--- config.mk ---
export PLATFORM = sky130hd
export DESIGN_NAME = adsr_envelope_sequencer_flat
export DESIGN_NICKNAME = d
export VERILOG_FILES = /design/src/rtl/synth_env_pkg.sv /design/src/rtl/adsr_envelope_sequencer_if.sv /design/src/rtl/adsr_envelope_sequencer_gate_edge_detect.sv /design/src/rtl/adsr_envelope_sequencer.sv /design/src/flat_wrapper.sv
export SDC_FILE = /design/constraint.sdc
export NUM_CORES = 1
export LEC_CHECK = 0
export BUFFER_PORTS_ARGS = -buffer_cell sky130_fd_sc_hd__buf_2
export CORE_ASPECT_RATIO = 0.6
export CORE_MARGIN = 2
export CORE_UTILIZATION = 62
export DETAILED_ROUTE_END_ITERATION = 12
export PLACE_DENSITY = 0.95
export SLEW_MARGIN = 30
export SYNTH_ARGS = -nofsm -noshare
export SYNTH_HDL_FRONTEND = slang
export SYNTH_SLANG_ARGS = --single-unit
--- constraint.sdc ---
create_clock -name clk -period 10.9 [get_ports clk]
set_input_delay 2.18 -clock clk [delete_from_list [all_inputs] [get_ports clk]]
set_output_delay 2.18 -clock clk [all_outputs]
set_load 0.03 [all_outputs]
--- src/rtl/synth_env_pkg.sv ---
// -----------------------------------------------------------------------------
// synth_env_pkg
// Shared definitions for the synth envelope / modulation blocks.
//   PH_IDLE..PH_RELEASE   : phase encoding as seen on the `phase` output
//   phase_e               : FSM state type built on that encoding
//   SETTLE_CYCLES_DEFAULT : default blanking window after a controller restart
//   maxl()                : full-scale level (2^width - 1) for a given width
// -----------------------------------------------------------------------------
package synth_env_pkg;

    localparam logic [2:0] PH_IDLE    = 3'd0;
    localparam logic [2:0] PH_ATTACK  = 3'd1;
    localparam logic [2:0] PH_DECAY   = 3'd2;
    localparam logic [2:0] PH_SUSTAIN = 3'd3;
    localparam logic [2:0] PH_RELEASE = 3'd4;

    // The controller needs 3 cycles to reload its divider; one extra for margin.
    localparam int SETTLE_CYCLES_DEFAULT = 32'sd4;

    typedef enum logic [2:0] {
        ST_IDLE    = PH_IDLE,
        ST_ATTACK  = PH_ATTACK,
        ST_DECAY   = PH_DECAY,
        ST_SUSTAIN = PH_SUSTAIN,
        ST_RELEASE = PH_RELEASE
    } phase_e;

    function automatic int maxl(input int width);
        return (32'sd1 << width) - 32'sd1;
    endfunction

endpackage

--- src/rtl/adsr_envelope_sequencer_if.sv ---
// -----------------------------------------------------------------------------
// adsr_envelope_sequencer_if
// Bundles the note/controller/level signals of the ADSR envelope sequencer.
//   master : host side - drives gate, lengths, sustain and the controller's
//            inc_pulse; observes controller commands and envelope outputs
//   slave  : the sequencer itself
// Signals: gate, attack_len, decay_len, release_len, sustain_level, inc_pulse,
//          ctrl_start, ctrl_max_out, ctrl_pulse_length, level, phase, active
// -----------------------------------------------------------------------------
interface adsr_envelope_sequencer_if #(
    parameter int WIDTH = 10
);
    logic             gate;
    logic [WIDTH-1:0] attack_len;
    logic [WIDTH-1:0] decay_len;
    logic [WIDTH-1:0] release_len;
    logic [WIDTH-1:0] sustain_level;
    logic             inc_pulse;
    logic             ctrl_start;
    logic [WIDTH-1:0] ctrl_max_out;
    logic [WIDTH-1:0] ctrl_pulse_length;
    logic [WIDTH-1:0] level;
    logic [2:0]       phase;
    logic             active;

    modport master (
        output gate, attack_len, decay_len, release_len, sustain_level, inc_pulse,
        input  ctrl_start, ctrl_max_out, ctrl_pulse_length, level, phase, active
    );

    modport slave (
        input  gate, attack_len, decay_len, release_len, sustain_level, inc_pulse,
        output ctrl_start, ctrl_max_out, ctrl_pulse_length, level, phase, active
    );
endinterface

--- src/rtl/adsr_envelope_sequencer_gate_edge_detect.sv ---
// -----------------------------------------------------------------------------
// gate_edge_detect
// Registers a synchronous gate and flags its edges for one cycle. The strobes
// are valid in the cycle after the gate changes (gate vs. its registered copy).
//   clk    : system clock
//   reset  : synchronous, active-high reset (clears gate history)
//   gate_i : level-sensitive gate, synchronous to clk
//   rise_o : high for one cycle after a 0->1 gate change
//   fall_o : high for one cycle after a 1->0 gate change
// -----------------------------------------------------------------------------
module gate_edge_detect (
    input  logic clk,
    input  logic reset,
    input  logic gate_i,
    output logic rise_o,
    output logic fall_o
);
    logic gate_q;

    // gate history register
    always_ff @(posedge clk) begin
        if (reset) begin
            gate_q <= 1'b0;
        end else begin
            gate_q <= gate_i;
        end
    end

    assign rise_o = gate_i & ~gate_q;
    assign fall_o = ~gate_i & gate_q;
endmodule

--- src/rtl/adsr_envelope_sequencer.sv ---
// -----------------------------------------------------------------------------
// adsr_envelope_sequencer
// Holds the envelope level and steps it through Attack/Decay/Sustain/Release
// from a note gate, commanding the exponential incrementer controller at each
// phase entry and consuming its inc_pulse step strobes.
//   clk   : system clock
//   reset : synchronous, active-high reset, overrides everything
//   bus   : adsr_envelope_sequencer_if.slave
//           in : gate, attack_len, decay_len, release_len, sustain_level,
//                inc_pulse
//           out: ctrl_start, ctrl_max_out, ctrl_pulse_length, level, phase,
//                active (all registered)
// Build option: ADSR_HARD_RETRIGGER_EN - a gate rise restarts ATTACK from
// level 0 instead of the current level (legato).
// -----------------------------------------------------------------------------
module adsr_envelope_sequencer
    import synth_env_pkg::*;
#(
    parameter int WIDTH         = 10,
    parameter int SETTLE_CYCLES = SETTLE_CYCLES_DEFAULT
) (
    input  logic                      clk,
    input  logic                      reset,
    adsr_envelope_sequencer_if.slave  bus
);
    localparam int SW = (SETTLE_CYCLES < 1) ? 1 : $clog2(SETTLE_CYCLES + 1);

    localparam logic [WIDTH-1:0] MAXL        = WIDTH'(maxl(WIDTH));
    localparam logic [WIDTH-1:0] ONE         = WIDTH'(1);
    localparam logic [WIDTH-1:0] ZERO        = WIDTH'(0);
    localparam logic [SW-1:0]    SETTLE_LOAD = SW'(SETTLE_CYCLES);
    localparam logic [SW-1:0]    SW_ONE      = SW'(1);
    localparam logic [SW-1:0]    SW_ZERO     = SW'(0);

    phase_e           phase_q, phase_d;
    logic [WIDTH-1:0] level_q, level_d;
    logic             ctrl_start_q, ctrl_start_d;
    logic [WIDTH-1:0] ctrl_max_out_q, ctrl_max_out_d;
    logic [WIDTH-1:0] ctrl_pulse_length_q, ctrl_pulse_length_d;
    logic [SW-1:0]    settle_q, settle_d;
    logic             active_q;

    logic             gate_rise_s;
    logic             gate_fall_s;
    logic             pulse_ok_s;
    logic             enter_attack_s;
    logic             enter_decay_s;
    logic             enter_release_s;
    logic [WIDTH-1:0] attack_level_s;

    gate_edge_detect u_gate_edge (
        .clk    (clk),
        .reset  (reset),
        .gate_i (bus.gate),
        .rise_o (gate_rise_s),
        .fall_o (gate_fall_s)
    );

    // Starting level of a new ATTACK
`ifdef ADSR_HARD_RETRIGGER_EN
    assign attack_level_s = ZERO;
`else
    assign attack_level_s = level_q;
`endif

    // next-state: phase behaviour first, then phase-entry resolution
    always_comb begin
        phase_d             = phase_q;
        level_d             = level_q;
        ctrl_start_d        = 1'b0;
        ctrl_max_out_d      = ctrl_max_out_q;
        ctrl_pulse_length_d = ctrl_pulse_length_q;
        settle_d            = (settle_q != SW_ZERO) ? (settle_q - SW_ONE) : SW_ZERO;
        enter_attack_s      = 1'b0;
        enter_decay_s       = 1'b0;
        enter_release_s     = 1'b0;
        // Steps are blanked while the controller reloads its divider.
        pulse_ok_s          = bus.inc_pulse && (settle_q == SW_ZERO);

        // Gate edges take precedence; an inc_pulse in an edge cycle is dropped.
        case (phase_q)
            ST_IDLE: begin
                if (gate_rise_s) begin
                    enter_attack_s = 1'b1;
                end else begin
                    level_d = level_q;
                end
            end
            ST_ATTACK: begin
                if (gate_fall_s) begin
                    enter_release_s = 1'b1;
                end else if (pulse_ok_s) begin
                    if (level_q != MAXL) begin
                        level_d = level_q + ONE;
                    end else begin
                        level_d = MAXL;
                    end
                    enter_decay_s = (level_d == MAXL);
                end else begin
                    level_d = level_q;
                end
            end
            ST_DECAY: begin
                if (gate_fall_s) begin
                    enter_release_s = 1'b1;
                end else if (gate_rise_s) begin
                    enter_attack_s = 1'b1;
                end else if (pulse_ok_s) begin
                    if (level_q > bus.sustain_level) begin
                        level_d = level_q - ONE;
                    end else begin
                        level_d = level_q;
                    end
                    if (level_d <= bus.sustain_level) begin
                        phase_d = ST_SUSTAIN;
                    end else begin
                        phase_d = ST_DECAY;
                    end
                end else begin
                    level_d = level_q;
                end
            end
            ST_SUSTAIN: begin
                if (gate_fall_s) begin
                    enter_release_s = 1'b1;
                end else begin
                    level_d = bus.sustain_level;
                end
            end
            ST_RELEASE: begin
                if (gate_rise_s) begin
                    enter_attack_s = 1'b1;
                end else if (pulse_ok_s) begin
                    if (level_q != ZERO) begin
                        level_d = level_q - ONE;
                    end else begin
                        level_d = ZERO;
                    end
                    if (level_d == ZERO) begin
                        phase_d = ST_IDLE;
                    end else begin
                        phase_d = ST_RELEASE;
                    end
                end else begin
                    level_d = level_q;
                end
            end
            default: begin
                phase_d = ST_IDLE;
                level_d = ZERO;
            end
        endcase

        // Phase entry. A zero distance skips the phase without a controller
        // restart, since the controller would divide by zero.
        if (enter_release_s) begin
            if (level_d == ZERO) begin
                phase_d = ST_IDLE;
            end else begin
                phase_d             = ST_RELEASE;
                ctrl_start_d        = 1'b1;
                ctrl_max_out_d      = level_d;
                ctrl_pulse_length_d = bus.release_len;
                settle_d            = SETTLE_LOAD;
            end
        end else if (enter_attack_s && (attack_level_s != MAXL)) begin
            level_d             = attack_level_s;
            phase_d             = ST_ATTACK;
            ctrl_start_d        = 1'b1;
            ctrl_max_out_d      = MAXL - attack_level_s;
            ctrl_pulse_length_d = bus.attack_len;
            settle_d            = SETTLE_LOAD;
        end else if (enter_decay_s || enter_attack_s) begin
            // Reached from a finished ATTACK or a skipped one; level is MAXL.
            if (bus.sustain_level >= level_d) begin
                phase_d = ST_SUSTAIN;
            end else begin
                phase_d             = ST_DECAY;
                ctrl_start_d        = 1'b1;
                ctrl_max_out_d      = MAXL - bus.sustain_level;
                ctrl_pulse_length_d = bus.decay_len;
                settle_d            = SETTLE_LOAD;
            end
        end else begin
            ctrl_start_d = 1'b0;
        end
    end

    // state and output registers
    always_ff @(posedge clk) begin
        if (reset) begin
            phase_q             <= ST_IDLE;
            level_q             <= ZERO;
            ctrl_start_q        <= 1'b0;
            ctrl_max_out_q      <= ZERO;
            ctrl_pulse_length_q <= ZERO;
            settle_q            <= SW_ZERO;
            active_q            <= 1'b0;
        end else begin
            phase_q             <= phase_d;
            level_q             <= level_d;
            ctrl_start_q        <= ctrl_start_d;
            ctrl_max_out_q      <= ctrl_max_out_d;
            ctrl_pulse_length_q <= ctrl_pulse_length_d;
            settle_q            <= settle_d;
            active_q            <= (phase_d != ST_IDLE);
        end
    end

    assign bus.ctrl_start        = ctrl_start_q;
    assign bus.ctrl_max_out      = ctrl_max_out_q;
    assign bus.ctrl_pulse_length = ctrl_pulse_length_q;
    assign bus.level             = level_q;
    assign bus.phase             = phase_q;
    assign bus.active            = active_q;
endmodule

--- src/flat_wrapper.sv ---
// flat-port wrapper written by rule: the top's interface ports become plain ports
module adsr_envelope_sequencer_flat import synth_env_pkg::*;
#(
    parameter int WIDTH         = 10,
    parameter int SETTLE_CYCLES = SETTLE_CYCLES_DEFAULT
)
  (clk, reset, bus_gate, bus_attack_len, bus_decay_len, bus_release_len, bus_sustain_level, bus_inc_pulse, bus_ctrl_start, bus_ctrl_max_out, bus_ctrl_pulse_length, bus_level, bus_phase, bus_active);
  adsr_envelope_sequencer_if #(.WIDTH(WIDTH)) bus_i ();
  input  logic clk;
  input  logic reset;
  input wire logic [$bits(bus_i.gate)-1:0] bus_gate;
  input wire logic [$bits(bus_i.attack_len)-1:0] bus_attack_len;
  input wire logic [$bits(bus_i.decay_len)-1:0] bus_decay_len;
  input wire logic [$bits(bus_i.release_len)-1:0] bus_release_len;
  input wire logic [$bits(bus_i.sustain_level)-1:0] bus_sustain_level;
  input wire logic [$bits(bus_i.inc_pulse)-1:0] bus_inc_pulse;
  output wire logic [$bits(bus_i.ctrl_start)-1:0] bus_ctrl_start;
  output wire logic [$bits(bus_i.ctrl_max_out)-1:0] bus_ctrl_max_out;
  output wire logic [$bits(bus_i.ctrl_pulse_length)-1:0] bus_ctrl_pulse_length;
  output wire logic [$bits(bus_i.level)-1:0] bus_level;
  output wire logic [$bits(bus_i.phase)-1:0] bus_phase;
  output wire logic [$bits(bus_i.active)-1:0] bus_active;
  assign bus_i.gate = bus_gate;
  assign bus_i.attack_len = bus_attack_len;
  assign bus_i.decay_len = bus_decay_len;
  assign bus_i.release_len = bus_release_len;
  assign bus_i.sustain_level = bus_sustain_level;
  assign bus_i.inc_pulse = bus_inc_pulse;
  assign bus_ctrl_start = bus_i.ctrl_start;
  assign bus_ctrl_max_out = bus_i.ctrl_max_out;
  assign bus_ctrl_pulse_length = bus_i.ctrl_pulse_length;
  assign bus_level = bus_i.level;
  assign bus_phase = bus_i.phase;
  assign bus_active = bus_i.active;
  adsr_envelope_sequencer #(.WIDTH(WIDTH), .SETTLE_CYCLES(SETTLE_CYCLES)) u_core (.clk(clk), .reset(reset), .bus(bus_i));
endmodule
======== After elaboration in Yosys (flattened, before gate mapping) ========
Cells that the tools add are included.
word-level totals
  flip-flop bits (word level) ............. 39
  input port bits ......................... 44
  output and inout bits ................... 35
  word-level logic and storage cells ...... 110
operators by class
  $add $sub $neg .......................... 5
  magnitude comparators ................... 3
  equality and inequality tests ........... 9
  multiplexer cells ....................... 66
  bitwise logic cells ..................... 4
  reduce and logical (&&, ||, !) cells .... 15
operator list
  operator                number
  $mux 10                 33
  $pmux 10 s5             1
  $mux 3                  16
  $logic_not 10->1        2
  $sub 10x10->10 const A  2
  $mux 1                  14
  $add 10x1->10 const B   1
  $eq 10x10->1 const B    1
  $ge 10x10->1            1
  $gt 10x10->1            1
  $le 10x10->1            1
  $ne 10x10->1 const B    1
  $reduce_bool 10->1      1
  $sub 10x1->10 const B   1
  $pmux 3 s3              1
  $reduce_bool 3->1       3
  $eq 3x2->1 const B      2
  $logic_not 3->1         2
  $reduce_or 3->1         2
  $eq 3x1->1 const B      1
  $eq 3x3->1 const B      1
  $ne 3x1->1 const B      1
  $reduce_and 3->1        1
  $sub 3x1->3 const B     1
  other kinds (8)         11

======== Longest topological paths before layout ========
  word-level depth ........................ 16
  mapped depth ............................ 22
  mapped depth without buffers ............ 19

======== Hierarchy ========
From an unflattened synthesis, not the netlist that was laid out.
unflattened totals
  cell total of the unflattened synthesis .. 551
  area total of the unflattened synthesis .. 4170.2 um2
modules (own cells, without submodules)
  module                   instances  cells an instance  area each (um2)  seq. area each (um2)
  adsr_envelope_sequencer  1          547                4131.5           760.7
  gate_edge_detect         1          4                  38.8             20.0

======== Least setup slack after synthesis ========
OpenSTA, ideal clock, no wires.
  path kind ............................... input-to-reg
  from .................................... input bus_sustain_level[3]
  to ...................................... register u_core.ctrl_max_out_q[8], in the netlist u_core.bus.ctrl_max_out[8]
  library setup time ...................... 0.088 ns
  data arrival time ....................... 5.923 ns
  required time ........................... 10.812 ns
  setup slack ............................. 4.888 ns
  cell stages on the path ................. 19
  path buffers ............................ 1
  cells stage by stage .................... inv_1 > ha_1 > a21o_1 > a21o_1 > a2111oi_4 > nor2_1 > a41o_1 > a32o_1 > or2_2 > ha_1 > a21oi_1 > nor2b_1 > o2111ai_1 > a21oi_1 > a2111oi_1 > or2_2 > buf_2 > nor3_1 > a311oi_2
between the ends
  word-level cells in the longest chain between the ends .. 13
  elaborated cells between the ends (all ways) .. 22
  classes of those cells .................. 1 x add/sub; 2 x order compare; 2 x eq/ne; 15 x mux; 2 x reduce/logical
RTL lines
  element                                                           RTL line                                                        text
  start, declared                                                   flat_wrapper.sv:15                                              input wire logic [$bits(bus_i.sustain_level)-1:0] bus_sustain_level;
  $gt 10x10->1                                                      adsr_envelope_sequencer.sv:109                                  if (level_q > bus.sustain_level) begin
  $mux 10                                                           adsr_envelope_sequencer.sv:109
  $mux 10                                                           adsr_envelope_sequencer.sv:108                                  end else if (pulse_ok_s) begin
  $mux 10                                                           adsr_envelope_sequencer.sv:106                                  end else if (gate_rise_s) begin
  $mux 10                                                           adsr_envelope_sequencer.sv:104                                  if (gate_fall_s) begin
  $mux 10                                                           adsr_envelope_sequencer.sv:81                                   case (phase_q)
  $mux 10                                                           adsr_envelope_sequencer.sv:108
  $mux 10                                                           adsr_envelope_sequencer.sv:106
  $mux 10                                                           adsr_envelope_sequencer.sv:104
  $pmux 10 s5                                                       adsr_envelope_sequencer.sv:81
  $ge 10x10->1 / $logic_not 10->1 (equally long branches)           adsr_envelope_sequencer.sv:175, adsr_envelope_sequencer.sv:157
  $ne 3x1->1 (no source line) / $ne 2x2->1 (equally long branches)  n/a
  $reduce_and 3->1 (no source line)                                 n/a
  end signal, assigned                                              adsr_envelope_sequencer.sv:203                                  ctrl_max_out_q <= ctrl_max_out_d;
  end, declared                                                     adsr_envelope_sequencer.sv:38                                   logic [WIDTH-1:0] ctrl_max_out_q, ctrl_max_out_d;
Several ways; a longest one is shown, not always the timed one. The select of a mux whose other input is x is not followed.
A chain may end at the register's enable or synchronous reset.

======== Worst setup path in the final report ========
  from .................................... input bus_sustain_level[3]
  to ...................................... register u_core.ctrl_pulse_length_q[5], in the netlist u_core.bus.ctrl_pulse_length[5]
between the ends
  word-level cells in the longest chain between the ends .. 13
  elaborated cells between the ends (all ways) .. 16
  classes of those cells .................. 2 x order compare; 2 x eq/ne; 10 x mux; 2 x reduce/logical
RTL lines
  element                                                           RTL line                                                        text
  $gt 10x10->1                                                      adsr_envelope_sequencer.sv:109
  $mux 10                                                           adsr_envelope_sequencer.sv:109
  $mux 10                                                           adsr_envelope_sequencer.sv:108
  $mux 10                                                           adsr_envelope_sequencer.sv:106
  $mux 10                                                           adsr_envelope_sequencer.sv:104
  $mux 10                                                           adsr_envelope_sequencer.sv:81
  $mux 10                                                           adsr_envelope_sequencer.sv:108
  $mux 10                                                           adsr_envelope_sequencer.sv:106
  $mux 10                                                           adsr_envelope_sequencer.sv:104
  $pmux 10 s5                                                       adsr_envelope_sequencer.sv:81
  $ge 10x10->1 / $logic_not 10->1 (equally long branches)           adsr_envelope_sequencer.sv:175, adsr_envelope_sequencer.sv:157
  $ne 3x1->1 (no source line) / $ne 2x2->1 (equally long branches)  n/a
  $reduce_and 3->1 (no source line) (*)                             n/a
  end signal, assigned                                              adsr_envelope_sequencer.sv:204                                  ctrl_pulse_length_q <= ctrl_pulse_length_d;
  end, declared                                                     adsr_envelope_sequencer.sv:39                                   logic [WIDTH-1:0] ctrl_pulse_length_q, ctrl_pulse_length_d;
Mark *: on every way between the ends. The rest lies on a longest branch, timed or not. The select of a mux whose other input is x is not followed.

==> results.yml <==
die:
  rows: 23
  core_area_um2: 6650
  die_x_um: 111
  die_y_um: 68
  die_area_um2: 7530
  ioPinCount: 79
  start_util: 0.637
cts:
  cts.path.max_buffers: 2
  cts_inserted_buffers: 5
  cts_resized: 0
  clock_latency_ps: 290
  h-tree-depth: 2
  cts_tree: "yes"
  path_clk_slew_ps: 60
  root_buffer: "clkbuf_16"
  post_cts_buffers: 0
  cts_sinks: 39
  holdBufCountCts: 0
worst_setup_path:
  reg2reg_from: "u_core.bus.level[1]"
  critical_path_class: "in2reg"
  crit_end: "u_core.bus.ctrl_pulse_length[5]"
  crit_path_start_kind: "primary input"
  crit_chain: "buf_2 -> inv_1 -> ha_1 -> a21o_1 -> a21o_1 -> a2111oi_4 -> nor2_1 -> a41o_1 -> a32o_1 -> or2_2 -> ha_1 -> a21oi_1 -> nor2b_1 -> o2111ai_1 -> a21oi_1 -> a2111oi_1 -> or2_2 -> nor3_1 -> a311oi_2"
  slowest_stage: "a2111oi_1"
  r2r_slack_ps: 4940
  rr_worst_depth: 19
  max_stage_delay_ps: 570
  cp-startpoint: "bus_sustain_level[3]"
  arrival_ps: 7300
  r2r_end: "u_core.bus.ctrl_pulse_length[5]"
  worstPathMaxFanout: 20
  crit_path_end_kind: "flip-flop"
  cp.required_ps: 11080
placement:
  dp_cells: 689
  place_ws_ps: 3780
  place_area_um2: 4610
  io_buffer_count: 78
  gp_congestion: 1.08
  dp_hpwl_um: 12700
routing:
  via_per_inst: 7.54
  drt-wirelength-per-cell_um: 25.3
  drtPass1Iterations: 6
  ant_nets: 0
  num_vias: 5255
  drt_iter0_markers: 1139
  drc: 0
  postRouteWirelength_um: 17600
power:
  pwr-share-seq: 0.248
  p_clk_frac: 0.240
  ir_drop_uv: 160
  switchingPower_mw: 0.333
  p_leak_nw: 2.00
  internal_power_mw: 0.391
  power.density_nw_per_um2: 151
  power_frac_comb: 0.511
  switching_share: 0.459
finish:
  finalNonFillerCells: 697
  drive_above_1_share: 0.236
  design_area_um2: 4800
  final_nets: 687
  diodes: 0
  fillers: 534
  area_delta_synth_final_pct: 13.3
global_route:
  grtUsageTotal: 0.451
  grt_pass1_wl_um: 26000
  grt_antenna_before_repair: 0
  grt_pass1_vias: 4611
  globalRouteOverflowTotal: 0
  grt_max_degree: 38
timing:
  finalSetupTns_ps: 0
  relSlewSlack: 0.363
  final_hold_viol_count: 0
  rsz0062_at_grt: "no"
  drv_slew: 0
  timing.final.ws_setup_ps: 3780
  tightestPinTransition_ps: 955
  min_period_ps: 7120
  finClkSkew_ps: 4.94
  setup_viol: 0
  fin_crit_sh: 0.653
  max_freq_mhz: 141
logic_synthesis:
  ys_seq_area_frac: 0.184
  syn_inst: 561
  synth_fp_nets: 639
  synth_common_cells: "61 x nand2_1, 40 x nor2_1, 39 x dfxtp_1"
  yosys_warnings: 0
  ys_seq_elements: 39
  synth-main-ff-cell: "dfxtp_1"
  ys_top_cells_by_area: "dfxtp_1 18%, ha_1 10%, nand2_1 5.4%, a21oi_1 4.1%, a311oi_2 3.9%"
  async_flop_share: 0
  yosysTopAreaCell: "dfxtp_1"
  yosysMostFrequentCell: "nand2_1"
  synth_edf_count: 0
  yosysTopAreaCellShare: 0.184
  syn_area_um2: 4230
  synth.distinct_cells: 82
  syn_area_per_cell_um2: 7.55
status:
  outcome: "finished clean"
job:
  cap_viol_max_count: 0
hold_path:
  min_path_type: "reg2reg"
  min_path_cells: 1
==> layer usage <==
metal	vias up	part of all wire	global-route usage
li1	2225	-	-
met1	2343	0.38	0.592
met2	554	0.39	0.657
met3	133	0.18	0.217
met4	0	0.048	0.139
met5	-	0	0
==> cell type report <==
cell class	instances	area, um^2	area share
multi-input combinational	449	3150	0.658
inverter	22	82.6	0.0172
tap	87	109	0.0227
clock buffer	6	139	0.0290
timing repair buffer	92	495	0.103
clock inverter	2	35.0	0.00730
sequential	39	781	0.163
==> cells in the final DEF, fill, tap and decap left out, types with 3 or more instances in the layout <==
| master | Yosys | routed |
|---|---|---|
| o22ai_1 | 3 | 3 |
| a21oi_1 | 35 | 35 |
| nand3_1 | 14 | 14 |
| clkbuf_16 | 0 | 5 |
| a31oi_1 | 9 | 9 |
| nor2_1 | 40 | 40 |
| o21ai_1 | 5 | 5 |
| xnor2_1 | 9 | 9 |
| nor3_1 | 30 | 29 |
| a21o_1 | 6 | 6 |
| nand2_1 | 61 | 61 |
| nor4_1 | 9 | 9 |
| ha_1 | 34 | 34 |
| dfxtp_1 | 39 | 39 |
| nand2b_1 | 6 | 6 |
| a22oi_1 | 13 | 13 |
| nand4_1 | 12 | 12 |
| buf_2 | 8 | 78 |
| o211ai_1 | 8 | 8 |
| nor2b_1 | 8 | 8 |
| a311oi_1 | 6 | 5 |
| o31ai_1 | 6 | 6 |
| inv_1 | 20 | 20 |
| o21a_1 | 4 | 4 |
| a311oi_2 | 11 | 12 |
| nor4_4 | 3 | 3 |
| buf_4 | 0 | 14 |
| a211oi_1 | 8 | 7 |
| and2_1 | 7 | 7 |
| and3_1 | 5 | 5 |
| a221oi_1 | 8 | 8 |
| or3_1 | 7 | 7 |
| o21ai_0 | 21 | 21 |
| a211oi_2 | 8 | 9 |
==> worst min-delay path by stage <==
stage                                   from                  to
final                     u_core.settle_q[0]  u_core.settle_q[0]
after global placement    u_core.settle_q[0]  u_core.settle_q[0]
after floorplan           u_core.settle_q[0]  u_core.settle_q[0]
after global routing      u_core.settle_q[0]  u_core.settle_q[0]
after detailed placement  u_core.settle_q[0]  u_core.settle_q[0]
after CTS                 u_core.settle_q[0]  u_core.settle_q[0]
==> worst max-delay path: cells and delay by family <==
family                   cells  cell delay [ps]
buffers and inverters        2              280
AO/OA/AOI/OAI               10             2970
adder cells (fa/ha/maj)      2              590
AND/OR/NAND/NOR              5             1290
==> power groups by stage <==
stage	combinational, mW	clock [mW]	sequential [mW]
4_1_cts	0.350	0.172	0.178
6_report	0.370	0.174	0.180
5_1_grt	0.385	0.179	0.181
3_5_place_dp	0.346	0	0.181
2_1_floorplan	0.214	0	0.215
3_3_place_gp	0.338	0	0.180
==> cell families (layout without fill, tap and decap cells) <==
| kind of cell | count (synthesis) | in the layout | synth area share |
|---|---|---|---|
| xor+xnor | 10 | 10 | 0.0207 |
| flops | 39 | 39 | 0.184 |
| fa+ha+maj | 34 | 34 | 0.101 |
| simple gates | 225 | 225 | 0.284 |
| mux | 2 | 2 | 0.00473 |
| buf+inv | 73 | 122 | 0.0742 |
| compound gates | 178 | 178 | 0.331 |
==> registers in the layout (all words and copies together) (netlist names) <==
name                          flops
u_core.settle_q                   3
u_core.bus.phase                  3
u_core.bus.ctrl_max_out          10
u_core.bus.ctrl_pulse_length     10
u_core.u_gate_edge.gate_q         1
u_core.bus.active                 1
u_core.bus.ctrl_start             1
u_core.bus.level                 10
==> metrics by stage <==
step | util | hold slack (ps) | power [mW]
after floorplan | - | 438 | 0.429
after global placement | 0.694 | 455 | 0.518
after detailed placement | 0.694 | 459 | 0.526
after CTS | 0.720 | 470 | 0.700
after global routing | 0.721 | 493 | 0.746
final | 0.721 | 473 | 0.724
(Power assumes the default switching activity.)
